`src/rtl/mem_arb_pkg.sv`:
```
// Shared types and constants for the IF/LS memory port arbiter.
package mem_arb_pkg;

  localparam logic [63:0] MEM_BASE_DEFAULT   = 64'h8000_0000;
  localparam int unsigned STARVE_MAX_DEFAULT = 4;

  typedef enum logic [1:0] {
    GNT_NONE,
    GNT_IF,
    GNT_LS
  } grant_e;

  typedef struct packed {
    logic        valid;
    logic [63:0] data;
  } resp_t;

  // Byte address to 64-bit word index; addresses below base wrap silently.
  function automatic logic [63:0] word_idx(input logic [63:0] addr, input logic [63:0] base);
    return (addr - base) >> 3;
  endfunction

endpackage

```
`src/rtl/mem_arb_resp_buf.sv`:
```
// One-deep response holding register with valid/ready handshake.
module mem_arb_resp_buf
  import mem_arb_pkg::*;
(
  input  logic        clk,
  input  logic        rst_n,
  input  logic        load_i,
  input  logic [63:0] load_data_i,
  input  logic        resp_ready_i,
  output resp_t       resp_o,
  output logic        free_o
);

  resp_t resp_q, resp_d;

  // A load in the same cycle as a consume overwrites the slot and keeps valid high.
  always_comb begin
    resp_d = resp_q;
    if (load_i) begin
      resp_d.valid = 1'b1;
      resp_d.data  = load_data_i;
    end else if (resp_q.valid && resp_ready_i) begin
      resp_d.valid = 1'b0;
    end
  end

  always_ff @(posedge clk or negedge rst_n) begin
    if (!rst_n) begin
      resp_q <= '0;
    end else begin
      resp_q <= resp_d;
    end
  end

  assign resp_o = resp_q;
  assign free_o = !resp_q.valid || resp_ready_i;

endmodule

```
`src/rtl/mem_port_arbiter.sv`:
```
// Arbitrates one 1R/1W memory port between instruction fetch and load/store.
// Optional grant/conflict statistics counters are enabled by MEM_ARB_STATS_EN.
module mem_port_arbiter
  import mem_arb_pkg::*;
#(
  parameter logic [63:0] MEM_BASE   = MEM_BASE_DEFAULT,
  parameter int unsigned STARVE_MAX = STARVE_MAX_DEFAULT
) (
  input  logic        clk,
  input  logic        rst_n,
  input  logic        if_req_valid,
  output logic        if_req_ready,
  input  logic [63:0] if_req_addr,
  output logic        if_resp_valid,
  input  logic        if_resp_ready,
  output logic [31:0] if_resp_data,
  input  logic        ls_req_valid,
  output logic        ls_req_ready,
  input  logic [63:0] ls_req_addr,
  input  logic        ls_req_wen,
  input  logic [63:0] ls_req_wdata,
  input  logic [63:0] ls_req_wmask,
  output logic        ls_resp_valid,
  input  logic        ls_resp_ready,
  output logic [63:0] ls_resp_rdata,
  output logic        mem_en,
  output logic [63:0] mem_idx,
  output logic        mem_wen,
  output logic [63:0] mem_wdata,
  output logic [63:0] mem_wmask,
  input  logic [63:0] mem_rdata
`ifdef MEM_ARB_STATS_EN
  ,
  output logic [31:0] stat_if_grants,
  output logic [31:0] stat_ls_grants,
  output logic [31:0] stat_conflicts
`endif
);

  localparam int unsigned      CNT_W   = $clog2(STARVE_MAX + 1);
  localparam logic [CNT_W-1:0] CNT_MAX = CNT_W'(STARVE_MAX);

  logic [CNT_W-1:0] starve_q, starve_d;
  grant_e           gnt;
  logic             if_elig, ls_elig;
  logic             if_free, ls_free;
  resp_t            if_resp, ls_resp;
  logic [63:0]      if_load_data, ls_load_data;
  logic             unused_if_hi;

  // Grant is suppressed while in reset so no access or write escapes.
  always_comb begin
    if_elig = if_req_valid && if_free;
    ls_elig = ls_req_valid && ls_free;
    gnt     = GNT_NONE;
    if (rst_n) begin
      if (ls_elig && (!if_elig || starve_q < CNT_MAX)) begin
        gnt = GNT_LS;
      end else if (if_elig) begin
        gnt = GNT_IF;
      end
    end
  end

  always_comb begin
    mem_en    = 1'b0;
    mem_idx   = '0;
    mem_wen   = 1'b0;
    mem_wdata = '0;
    mem_wmask = '0;
    case (gnt)
      GNT_IF: begin
        mem_en  = 1'b1;
        mem_idx = word_idx(if_req_addr, MEM_BASE);
      end
      GNT_LS: begin
        mem_en    = 1'b1;
        mem_idx   = word_idx(ls_req_addr, MEM_BASE);
        mem_wen   = ls_req_wen;
        mem_wdata = ls_req_wdata;
        mem_wmask = ls_req_wmask;
      end
      default: ;
    endcase
  end

  assign if_req_ready = (gnt == GNT_IF);
  assign ls_req_ready = (gnt == GNT_LS);

  assign if_load_data = {32'h0, (if_req_addr[2] ? mem_rdata[63:32] : mem_rdata[31:0])};
  assign ls_load_data = ls_req_wen ? 64'h0 : mem_rdata;

  always_comb begin
    starve_d = starve_q;
    if (gnt == GNT_IF || !if_req_valid) begin
      starve_d = '0;
    end else if (gnt == GNT_LS && starve_q != CNT_MAX) begin
      starve_d = starve_q + 1'b1;
    end
  end

  always_ff @(posedge clk or negedge rst_n) begin
    if (!rst_n) begin
      starve_q <= '0;
    end else begin
      starve_q <= starve_d;
    end
  end

  mem_arb_resp_buf u_if_buf (
    .clk          (clk),
    .rst_n        (rst_n),
    .load_i       (gnt == GNT_IF),
    .load_data_i  (if_load_data),
    .resp_ready_i (if_resp_ready),
    .resp_o       (if_resp),
    .free_o       (if_free)
  );

  mem_arb_resp_buf u_ls_buf (
    .clk          (clk),
    .rst_n        (rst_n),
    .load_i       (gnt == GNT_LS),
    .load_data_i  (ls_load_data),
    .resp_ready_i (ls_resp_ready),
    .resp_o       (ls_resp),
    .free_o       (ls_free)
  );

  assign if_resp_valid = if_resp.valid;
  assign if_resp_data  = if_resp.data[31:0];
  assign unused_if_hi  = ^if_resp.data[63:32];
  assign ls_resp_valid = ls_resp.valid;
  assign ls_resp_rdata = ls_resp.data;

`ifdef MEM_ARB_STATS_EN
  logic [31:0] stat_if_q, stat_ls_q, stat_cf_q;

  always_ff @(posedge clk or negedge rst_n) begin
    if (!rst_n) begin
      stat_if_q <= '0;
      stat_ls_q <= '0;
      stat_cf_q <= '0;
    end else begin
      if (gnt == GNT_IF && stat_if_q != '1) stat_if_q <= stat_if_q + 32'd1;
      if (gnt == GNT_LS && stat_ls_q != '1) stat_ls_q <= stat_ls_q + 32'd1;
      if (if_elig && ls_elig && stat_cf_q != '1) stat_cf_q <= stat_cf_q + 32'd1;
    end
  end

  assign stat_if_grants = stat_if_q;
  assign stat_ls_grants = stat_ls_q;
  assign stat_conflicts = stat_cf_q;
`endif

endmodule

```
`config.mk`:
```
export PLATFORM = sky130hd
export DESIGN_NAME = mem_port_arbiter
export DESIGN_NICKNAME = d
export VERILOG_FILES = /design/src/rtl/mem_arb_pkg.sv /design/src/rtl/mem_arb_resp_buf.sv /design/src/rtl/mem_port_arbiter.sv
export SDC_FILE = /design/constraint.sdc
export NUM_CORES = 1
export LEC_CHECK = 0
export ABC_CLOCK_PERIOD_IN_PS = 14700
export CORE_AREA = 8 8 233 235
export CTS_CLUSTER_SIZE = 40
export DETAILED_ROUTE_END_ITERATION = 10
export DIE_AREA = 0 0 241 243
export SLEW_MARGIN = 20
export SYNTH_ARGS = -nofsm -noshare
export SYNTH_HDL_FRONTEND = slang
export SYNTH_SLANG_ARGS = --single-unit
```
`constraint.sdc`:
```
create_clock -name clk -period 14.7 [get_ports clk]
set_clock_uncertainty 0.05 [all_clocks]
set_input_delay 3.675 -clock clk [delete_from_list [all_inputs] [get_ports clk]]
set_output_delay 3.675 -clock clk [all_outputs]
set_load 0.01 [all_outputs]
```
==> results of run 1 <==
-- critical path, stage by stage --
cell and delay [ns]:
clkdlybuf4s50_1 0.46, nand2b_1 0.22, nand2_1 0.08, o2111ai_1 0.33, ha_4 0.80, mux2i_1 0.30, ha_1 0.28, nand2_1 0.10
nor4_2 0.55, o21ai_0 0.54, o31a_1 0.44, nor3_1 0.18, clkdlybuf4s50_1 0.58
-- flip-flops by register name (all words and copies together), names as in the netlist --
name and flops:
u_ls_buf.resp_o 65, u_if_buf.resp_o 33, starve_q 3
-- per-layer routing --
| layer | GRT usage (%) | up-vias | wire length [µm] |
|---|---|---|---|
| met5 | 0 | - | 73 |
| met4 | 3.57 | 12 | 943 |
| met3 | 3.86 | 52 | 3530 |
| met2 | 27.7 | 361 | 24400 |
| met1 | 17.3 | 4099 | 18900 |
| li1 | - | 4039 | - |
-- cell families after synthesis --
group / after synthesis
xor gates and xnor gates: 15
muxes: 64
AOI/OAI and AO/OA: 175
other: 1
buffers and inverters: 136
adders and majority gates: 5
and+or+nand+nor: 370
DFF: 101
-- per-stage QoR --
stage	hold WS [ns]	util, %	cell area (µm²)	std cells	setup slack [ns]
floorplan	0.487	-	6940	869	3.30
global placement	0.456	27.1	13700	2101	2.48
detailed placement	0.465	27.1	13700	2101	2.37
CTS	0.477	27.7	14000	2117	2.36
global route	0.502	27.7	14000	2119	1.99
finish	0.473	27.7	14000	2119	2.40
-- final cells by class --
cell class                      instances  area (µm²)
Fill cell                            5549       36600
Clock buffer                            9         225
Timing Repair Buffer                  619        6180
Tap cell                              680         851
Clock inverter                          7        81.3
Multi-Input combinational cell        632        3900
Antenna cell                            2        5.00
Inverter                               69         259
Sequential cell                       101        2530
-- worst max-delay path by stage --
stage | startpoint | endpoint | slack (ns)
2_1_floorplan | ls_resp_ready | mem_idx[56] | 3.30
3_3_place_gp | ls_resp_ready | mem_idx[52] | 2.48
3_5_place_dp | ls_resp_ready | mem_idx[58] | 2.37
4_1_cts | ls_resp_ready | mem_idx[58] | 2.36
5_1_grt | ls_resp_ready | mem_idx[54] | 1.99
6_report | ls_resp_ready | mem_idx[58] | 2.40
-- synth_stat cells, types with 12 or more instances --
| cell | count | area [µm²] |
|---|---|---|
| mux2i_1 | 57 | 571 |
| and2_1 | 131 | 820 |
| clkbuf_1 | 48 | 180 |
| a21oi_1 | 43 | 215 |
| dfrtp_1 | 101 | 2530 |
| or3_1 | 12 | 75.1 |
| nand2_1 | 76 | 285 |
| inv_1 | 69 | 259 |
| o21ai_0 | 69 | 345 |
| nor2_1 | 81 | 304 |
| nor3_1 | 18 | 90.1 |
| a22oi_1 | 30 | 225 |
-- power groups by stage --
stage | Combinational (µW) | Sequential (µW) | Clock, µW
finish | 443 | 358 | 255
floorplan | 119 | 386 | 0
CTS | 452 | 359 | 267
global route | 475 | 366 | 276
global placement | 447 | 360 | 0
detailed placement | 449 | 363 | 0
-- layout by cell type (no fill, tap or decap), drive strengths merged, types with 5 or more instances in the layout --
cell type	count
o31a	5
mux2	7
mux2i	57
nor3b	10
nand4	5
nor4	7
or3b	6
nor2	81
nand2b	6
nor3	18
clkbuf	9
dfrtp	101
a22oi	30
xor2	7
a21oi	43
inv	71
o21ai	75
or3	12
xnor2	8
clkdlybuf4s50	610
buf	9
ha	5
nand2	76
and2	131
==> impl_results.md, run 1 <==
- Hold_buf cts: 0
- Startpoint types: input port
- XOR/XNOR share of the synthesized area: roughly 1.9%
- Total power: 1060 µW
- TritonCTS Sinks: 101
- Layout cell share with drive strength beyond 1: roughly 3.0%
- Worst setup path class: input port to output port
- Power density cells: between 70 and 80 nW/µm²
- Total of max-cap violations: 0
- Die height: about 240 µm
- Largest net degree at the start of global routing: approximately 230
- Flop2flop setup slack: roughly 11 ns
- Compound-Gate Fraction of Synth Area: between 10% and 20%
- Synthesized area: a little under 7000 µm²
- Post-DP HPWL: between 30 and 40 mm
- Clk Latency, worst-skew pair: 0.35 ns
- Post-synthesis cell type count: 52
- Vias in the first global route: between 8000 and 9000
- RSZ-0062 raised after global routing: false
- Mean post-synth cell area: around 8.0 µm²
- Synthesized flop and latch total: between 100 and 150
- Seq pwr share: roughly a third
- F_max: 0.0813 GHz
- Worst Hold Class: flip-flop to flip-flop
- Post-Synthesis Cells: 867
- Seq/Total Area, Yosys: between 30% and 40%
- WP data arrival: between 8 and 9 ns
- CP Capture Type: output port
- Adder-cell area share of the yosys netlist: less than 1%
- Sw Ratio: approximately a third
- Clk pin slew, worst setup/hold paths: ~0.080 ns
- GR Overflow Total: 0
- Die Area: around 59000 µm²
- Hold Startpoint: u_ls_buf.resp_o[63]
- Peak supply drop: ~0.000054 V
- Fin. max-slew vios: 0
- First-pass GRT wire length: 66.0 mm
- Launch point of the worst reg-to-reg path: u_ls_buf.resp_o[64]
- Die X: approximately 240 µm
- Slew at the pin closest to its max-slew limit: 1.20 ns
- Gpl congestion: 0.898
- Internal power: a little over 700 µW
- Post-CTS Setup Bufs: 0
- Tmin final: 12.30 ns
- ANT nets after route: 0
- Post-route DRC: 0
- Reg2reg path depth: 9
- Mux cell area share after synthesis: under 10%
- LEAKAGE: between 0.005 and 0.006 µW
- WHS Path Cells: 2
- Final Setup Violations: 0
- Status: complete, no violations
- Fin crit share: a little over four fifths
- Largest family of logic cells by synthesized area: simple AND/OR/NAND/NOR gates
- Share of flip-flops with an asynchronous set or reset: 100%
- Initial antenna violation count: 9
- Initial Utilization: between 10 and 15%
- Post-CTS sizing: 0
- I/O pin count: between 600 and 700
- Final #Nets: approximately 1800
- Placement Rows: just over 80
- Layout area overhead: 103%
- Via density: about 4.0
- DR pass1 iterations: 4
- Switch Pwr: 345 µW
- Total CTS buffers: 9
- H-Tree Depth: 3
- Root buf cell: clkbuf_16
- Worst Path Max Fanout: 74
- CTS tree: built
- Slew margin rel.: 19.8%
- Primary FF master, synth: dfrtp_1
- Post-synthesis simple-gate area fraction: 28.4%
- Drt total wl: about 48 mm
- Initial DRC count: ~420
- Post-synth EDFFs: 0
- Hold Path End: u_ls_buf.resp_o[63]
- GRT Util Overall: about 15%
- Max Root-Sink Buffers: 2
- Core ar.: 50700 µm²
- Final Hold Vio Count: 0
- DR WL/cell: 22.6 µm
- Clk pwr share: between 20 and 25%
- Worst Path Required: roughly 11 ns
- Comb pwr share: a little over two fifths
- Endpoint of the worst-slack reg-to-reg timing path: u_ls_buf.resp_o[1]
- Post-Route Setup TNS: 0 ns
- Via count: around 8600
- Yosys warning total: 0
- Port bufs: 612
No activity file was read; power rests on OpenSTA's default activity.
==> inputs of run 2 (changes only) <==
--- a/config.mk
+++ b/config.mk
@@ -5,7 +5,7 @@
 export SDC_FILE = /design/constraint.sdc
 export NUM_CORES = 1
 export LEC_CHECK = 0
-export ABC_CLOCK_PERIOD_IN_PS = 14700
+export ABC_CLOCK_PERIOD_IN_PS = 12000
 export CORE_AREA = 8 8 233 235
 export CTS_CLUSTER_SIZE = 40
 export DETAILED_ROUTE_END_ITERATION = 10
==> constraint.sdc (replaced) <==
create_clock -name clk -period 12 [get_ports clk]
set_clock_uncertainty 0.05 [all_clocks]
set_input_delay 3 -clock clk [delete_from_list [all_inputs] [get_ports clk]]
set_output_delay 3 -clock clk [all_outputs]
set_load 0.01 [all_outputs]
==> run 2 against run 1 <==
Sequential power increased by 22%. Combinational power up 23%. Via count is 0.47% higher. Sequential share of layout area down 0.051 points. Die area is the same. Core utilization increased by 0.079 points. Routed wire length increased by 0.90%. Highest routed layer unchanged. Global-route usage up 0.27 points.
==> impl_results.md, run 2 (synthesized netlist as in run 1, its figures left out) <==
- Gpl congestion: 0.922 (was 0.898)
- Fin. max-slew vios: 0 (unchanged)
- GR Overflow Total: 0 (unchanged)
- Total CTS buffers: 9 (unchanged)
- ANT nets after route: 0 (unchanged)
- Post-DP HPWL: 39.8 mm (was 39.0 mm)
- Commonest cells after routing, fill and taps aside: 610 x clkdlybuf4s50_1, 131 x and2_1, 101 x dfrtp_1, 81 x nor2_1, 76 x nand2_1 (unchanged)
- Root buf cell: clkbuf_16 (unchanged)
- Slew at the pin closest to its max-slew limit: 0.915 ns (was 1.20 ns)
- Commonest non-fill, non-tap cell in the layout: clkdlybuf4s50_1 (unchanged)
- WP data arrival: 7.74 ns (was 8.57 ns)
- Slew margin rel.: 38.9% (was 19.8%)
- Final Cell Area: 14100 µm² (was 14000 µm²)
- DR WL/cell: 22.7 µm (was 22.6 µm)
- Post-route DRC: 0 (unchanged)
- Port bufs: 612 (unchanged)
- Fin crit share: around 90%
- Total of max-cap violations: 0 (unchanged)
- Post-CTS Setup Bufs: 0 (unchanged)
- Post-CTS sizing: 0 (unchanged)
- Initial DRC count: 381 (was 421)
- Worst Path Required: 8.95 ns (was 10.97 ns)
- Peak supply drop: 0.0000623 V (was 0.0000537 V)
- I/O pin count: 621 (unchanged)
- Drt total wl: 48.3 mm (was 47.9 mm)
- Max Root-Sink Buffers: 2 (unchanged)
- Max reg flops: 65 (unchanged)
- Die X: 241 µm (unchanged)
- Power density cells: 92.2 nW/µm² (was 75.3 nW/µm²)
- Total power: 1300 µW (was 1060 µW)
- Core ar.: 50700 µm² (unchanged)
- H-Tree Depth: 3 (unchanged)
- Final Setup Violations: 0 (unchanged)
- GRT Util Overall: 15.4% (was 15.2%)
- TritonCTS Sinks: 101 (unchanged)
- Worst Hold Class: flip-flop to flip-flop (unchanged)
- Largest net degree at the start of global routing: 101 (was 228)
- Die Area: 58600 µm² (unchanged)
- Vias in the first global route: 8962 (was 8929)
- DR pass1 iterations: 5 (was 4)
- Layout cell share with drive strength beyond 1: 3.40% (was 2.99%)
- Initial Utilization: 13.7% (unchanged)
- Tmin final: approximately 11 ns
- First-pass GRT wire length: 66.8 mm (was 66.0 mm)
- Worst setup path class: input port to output port (unchanged)
- Layout area overhead: 103% (about the same)
- Via count: 8603 (was 8563)
- DP Cell Count: 2107 (was 2101)
- Clk Latency, worst-skew pair: 0.37 ns (was 0.35 ns)
- Die height: 243 µm (unchanged)
- Final #Nets: 1770 (was 1764)
- Hold_buf cts: 0 (unchanged)
- Startpoint types: input port (unchanged)
- Placement Rows: 83 (unchanged)
- LEAKAGE: 0.00533 µW (was 0.00531 µW)
- Post-Route Setup TNS: 0 ns (unchanged)
- Final std cells w/o fill: 2126 (was 2119)
- Via density: 4.05 (was 4.04)
- Clk pin slew, worst setup/hold paths: 0.08 ns (about the same)
- Final Util: 27.8% (was 27.7%)
- Initial antenna violation count: 11 (was 9)
- CTS tree: built (unchanged)
- RSZ-0062 raised after global routing: false (unchanged)
- Final Hold Vio Count: 0 (unchanged)
- F_max: slightly above 0.09 GHz
- Placed Area: 13800 µm² (was 13700 µm²)
- Status: complete, no violations (unchanged)
- CP Capture Type: output port (unchanged)
- Worst Path Max Fanout: 56 (was 74)
-- run 2: cell count changes in the layout (fill, tap and decap cells not counted), sizes merged --
cell | previous run | this run
buf | 9 | 15
bufinv | 1 | 0
diode | 2 | 3
inv | 71 | 72
-- run 2: metrics by stage --
step	worst slack [ns]	hold slack (ns)
4_1_cts	1.19	0.479
3_3_place_gp	1.26	0.454
3_5_place_dp	1.19	0.464
6_report	1.21	0.471
2_1_floorplan	1.95	0.487
5_1_grt	0.848	0.495
-- run 2: layer usage --
metal  vias up  GRT usage [%]  share of wire (%)
li1       4059              -                  -
met1      4112           17.4                 39
met2       370           28.2                 51
met3        52           4.35                7.8
met4        10           3.60                2.1
met5         -              0               0.14
-- run 2: cell type report --
| class | count | area, µm² |
|---|---|---|
| multi-input cells | 632 | 3900 |
| flip-flops and latches | 101 | 2530 |
| diodes | 3 | 7.51 |
| well taps | 680 | 851 |
| clock buffers | 9 | 225 |
| fillers | 5509 | 36600 |
| clock inverters | 7 | 86.3 |
| inverters | 69 | 259 |
| repair buffers | 625 | 6220 |
-- run 2: worst paths after layout --
path	slack, ns	end	cells after the start	start
worst max-delay path	1.21	mem_idx[58]	12	ls_resp_ready
worst min-delay path	0.47	u_ls_buf.resp_o[44]	2	u_ls_buf.resp_o[44]
worst max register to register	7.40	u_ls_buf.resp_o[4]	10	u_ls_buf.resp_o[64]
worst min register to register	0.47	u_ls_buf.resp_o[44]	2	u_ls_buf.resp_o[44]
max in group asynchronous	8.01	u_if_buf.resp_o[14]	3	rst_n
min in group asynchronous	2.37	starve_q[2]	1	rst_n
-- run 2: report_power, final --
group          total, µW  internal [µW]  switching (µW)  leakage, µW
clock                314            150             164     0.000151
combinational        546            303             242      0.00393
sequential           438            404            34.9      0.00125
total               1300            857             441      0.00533
-- run 2: critical path, stage by stage --
cell	delay, ns
clkdlybuf4s50_1	0.45
nand2b_1	0.22
nand2_1	0.08
o2111ai_1	0.35
ha_4	0.66
buf_4	0.39
or4b_1	0.48
a22oi_1	0.31
o2111ai_1	0.51
o31a_1	0.45
nor3_1	0.22
clkdlybuf4s50_1	0.59
==> inputs of run 3 (changes only) <==
--- a/config.mk
+++ b/config.mk
@@ -6,11 +6,12 @@
 export NUM_CORES = 1
 export LEC_CHECK = 0
 export ABC_CLOCK_PERIOD_IN_PS = 12000
-export CORE_AREA = 8 8 233 235
+export CORE_AREA = 8 8 236 238
 export CTS_CLUSTER_SIZE = 40
 export DETAILED_ROUTE_END_ITERATION = 10
-export DIE_AREA = 0 0 241 243
+export DIE_AREA = 0 0 244 246
 export SLEW_MARGIN = 20
 export SYNTH_ARGS = -nofsm -noshare
 export SYNTH_HDL_FRONTEND = slang
+export SYNTH_HIERARCHICAL = 1
 export SYNTH_SLANG_ARGS = --single-unit
==> run 3 against run 2 <==
Core utilization is 0.74 points higher. Sequential power up 3%. Area after synthesis rose by 12%. Critical path type unchanged.
==> impl_results.md, run 3 <==
- DR WL/cell: 24.1 µm (was 22.7 µm)
- Initial DRC count: 477 (was 381)
- Fillers: 5527 (was 5509)
- LEAKAGE: 0.00565 µW (was 0.00533 µW)
- Total power: 1380 µW (was 1300 µW)
- Power density cells: 93.2 nW/µm² (was 92.2 nW/µm²)
- Yosys warning total: 6 (was 0)
- F_max: 0.0949 GHz (was 0.0927 GHz)
- ANT nets after route: 0 (unchanged)
- Via density: 4.06 (was 4.05)
- WP data arrival: 7.49 ns (was 7.74 ns)
- CP startpoint: if_resp_ready (was ls_resp_ready)
- Post-DP HPWL: 42.2 mm (was 39.8 mm)
- Initial antenna violation count: 12 (was 11)
- Fin crit share: 87.8% (was 89.9%)
- Initial Utilization: 14.9% (was 13.7%)
- Port bufs: 612 (unchanged)
- Clk pin slew, worst setup/hold paths: 0.07 ns (was 0.08 ns)
- Placement Rows: 84 (was 83)
- Core ar.: 52000 µm² (was 50700 µm²)
- RSZ-0062 raised after global routing: false (unchanged)
- Launch point of the worst reg-to-reg path: u_ls_buf/resp_o[64] (was u_ls_buf.resp_o[64])
- Post-route DRC: 0 (unchanged)
- Final Setup Violations: 0 (unchanged)
- First-pass GRT wire length: 67.7 mm (was 66.8 mm)
- Worst Path Max Fanout: 73 (was 56)
- Fin. max-slew vios: 0 (unchanged)
- Commonest non-fill, non-tap cell in the layout: clkdlybuf4s50_1 (unchanged)
- TritonCTS Sinks: 101 (unchanged)
- DP Cell Count: 2026 (was 2107)
- Largest net degree at the start of global routing: 107 (was 101)
- Final std cells w/o fill: 2048 (was 2126)
- Total of max-cap violations: 0 (unchanged)
- GR Overflow Total: 0 (unchanged)
- Final Hold Vio Count: 0 (unchanged)
- DR pass1 iterations: 5 (unchanged)
- Post-CTS sizing: 0 (unchanged)
- Root buf cell: clkbuf_16 (unchanged)
- Clk Latency, worst-skew pair: 0.36 ns (was 0.37 ns)
- Die Area: 60000 µm² (was 58600 µm²)
- Stages on worst setup path: 12 (unchanged)
- Hold Startpoint: u_ls_buf/resp_o[63] (was u_ls_buf.resp_o[44])
- Post-Route Setup TNS: 0 ns (unchanged)
- Total CTS buffers: 9 (unchanged)
- Post-CTS Setup Bufs: 0 (unchanged)
- Mean post-synth cell area: 9.98 µm² (was 7.99 µm²)
- Hold_buf cts: 0 (unchanged)
- Worst Hold Class: flip-flop to flip-flop (unchanged)
- Layout area overhead: 91.4% (was 103%)
- H-Tree Depth: 3 (unchanged)
- CP Cell Sequence: clkdlybuf4s50_1, nand2b_1, nand3_1, nand4_1, inv_1, ha_4, or4b_1, a222oi_1, nand4_2, o21a_1, nor3_1, clkdlybuf4s50_1 (was clkdlybuf4s50_1, nand2b_1, nand2_1, o2111ai_1, ha_4, buf_4, or4b_1, a22oi_1, o2111ai_1, o31a_1, nor3_1, clkdlybuf4s50_1)
- Max incr delay on CP: 0.67 ns (was 0.66 ns)
- Peak supply drop: 0.0000742 V (was 0.0000623 V)
- Slew at the pin closest to its max-slew limit: 0.960 ns (was 0.915 ns)
- WHS Path Cells: 1 (was 2)
- I/O pin count: 621 (unchanged)
- Die height: 246 µm (was 243 µm)
- Final Cell Area: 14800 µm² (was 14100 µm²)
- Status: complete, no violations (unchanged)
- Reg2reg path depth: 7 (was 10)
- Via count: 8319 (was 8603)
- Worst path slowest cell: ha_4 (unchanged)
- GRT Util Overall: 15.5% (was 15.4%)
- Gpl congestion: 0.905 (was 0.922)
- Post-Synthesis Cells: 776 (was 867)
- CP top delay family: simple AND/OR/NAND/NOR gates (was compound AO/OA/AOI/OAI gates)
- Slew margin rel.: 36.0% (was 38.9%)
- Drt total wl: 49.3 mm (was 48.3 mm)
- Final #Nets: 1681 (was 1770)
- Layout cell share with drive strength beyond 1: 12.4% (was 3.40%)
- Worst setup path class: input port to output port (unchanged)
- Worst Path Required: 8.95 ns (about the same)
- Startpoint types: input port (unchanged)
- CTS tree: built (unchanged)
- Tmin final: 10.54 ns (was 10.79 ns)
- Max Root-Sink Buffers: 2 (unchanged)
- Placed Area: 14500 µm² (was 13800 µm²)
- Synthesized area: 7750 µm² (was 6930 µm²)
- Crit path top cell by count: clkdlybuf4s50_1
- Die X: 244 µm (was 241 µm)
- Max reg flops: 65 (unchanged)
- Commonest cells after routing, fill and taps aside: 609 x clkdlybuf4s50_1, 130 x and2_1, 101 x dfrtp_1, 71 x mux2_4, 64 x nor2b_1 (was 610 x clkdlybuf4s50_1, 131 x and2_1, 101 x dfrtp_1, 81 x nor2_1, 76 x nand2_1)
- CP Capture Type: output port (unchanged)
- CP bufs+invs: 3 (unchanged)
- Vias in the first global route: 8843 (was 8962)
## run 3: cell type report
type | instances | area, µm² | share of cell area [%]
multi-input cells | 607 | 4870 | 32.9
well taps | 688 | 861 | 5.81
clock inverters | 6 | 77.6 | 0.523
clock buffers | 10 | 239 | 1.61
inverters | 7 | 26.3 | 0.177
diodes | 6 | 15.0 | 0.101
repair buffers | 623 | 6210 | 41.9
flip-flops and latches | 101 | 2530 | 17.0
## run 3: worst reg2reg max path, stage by stage, from the launching register on
cell	delay (ns)
dfrtp_1	0.41
nand2b_1	0.18
nand2_1	0.07
o2111ai_1	0.32
ha_4	0.73
buf_12	0.45
buf_4	0.74
mux2_2	0.49
## run 3: report_power, final
group	internal, µW	switching (µW)	leakage, µW	total [µW]
Clock	172	142	0.000153	313
Combinational	378	241	0.00422	619
Sequential	409	39.8	0.00127	449
Total	959	423	0.00565	1380
## run 3: metrics by stage
stage                     utilization (%)  hold slack (ns)  setup WS, ns
after global routing                 28.5            0.473          1.15
after CTS                            28.5            0.464          1.38
after global placement               27.9            0.440          1.41
after floorplan                         -            0.487          2.82
final                                28.5            0.458          1.46
after detailed placement             27.9            0.442          1.39
## run 3: final timing paths
| check | end | slack (ns) |
|---|---|---|
| worst max register to register | u_ls_buf/resp_o[1] | 8.43 |
| worst max-delay path | mem_idx[53] | 1.46 |
| min in group asynchronous | u_ls_buf/resp_o[30] | 2.61 |
| max in group asynchronous | u_ls_buf/resp_o[54] | 8.05 |
| worst min-delay path | u_ls_buf/resp_o[63] | 0.46 |
| worst min register to register | u_ls_buf/resp_o[63] | 0.46 |
## run 3: per-layer routing
metal,up-vias,global-route usage (%),share of wire (%)
met3,45,6.60,9.6
met2,401,29.4,54
met5,-,0,0.13
met4,10,4.29,2.5
met1,4017,15.2,34
li1,3846,-,-
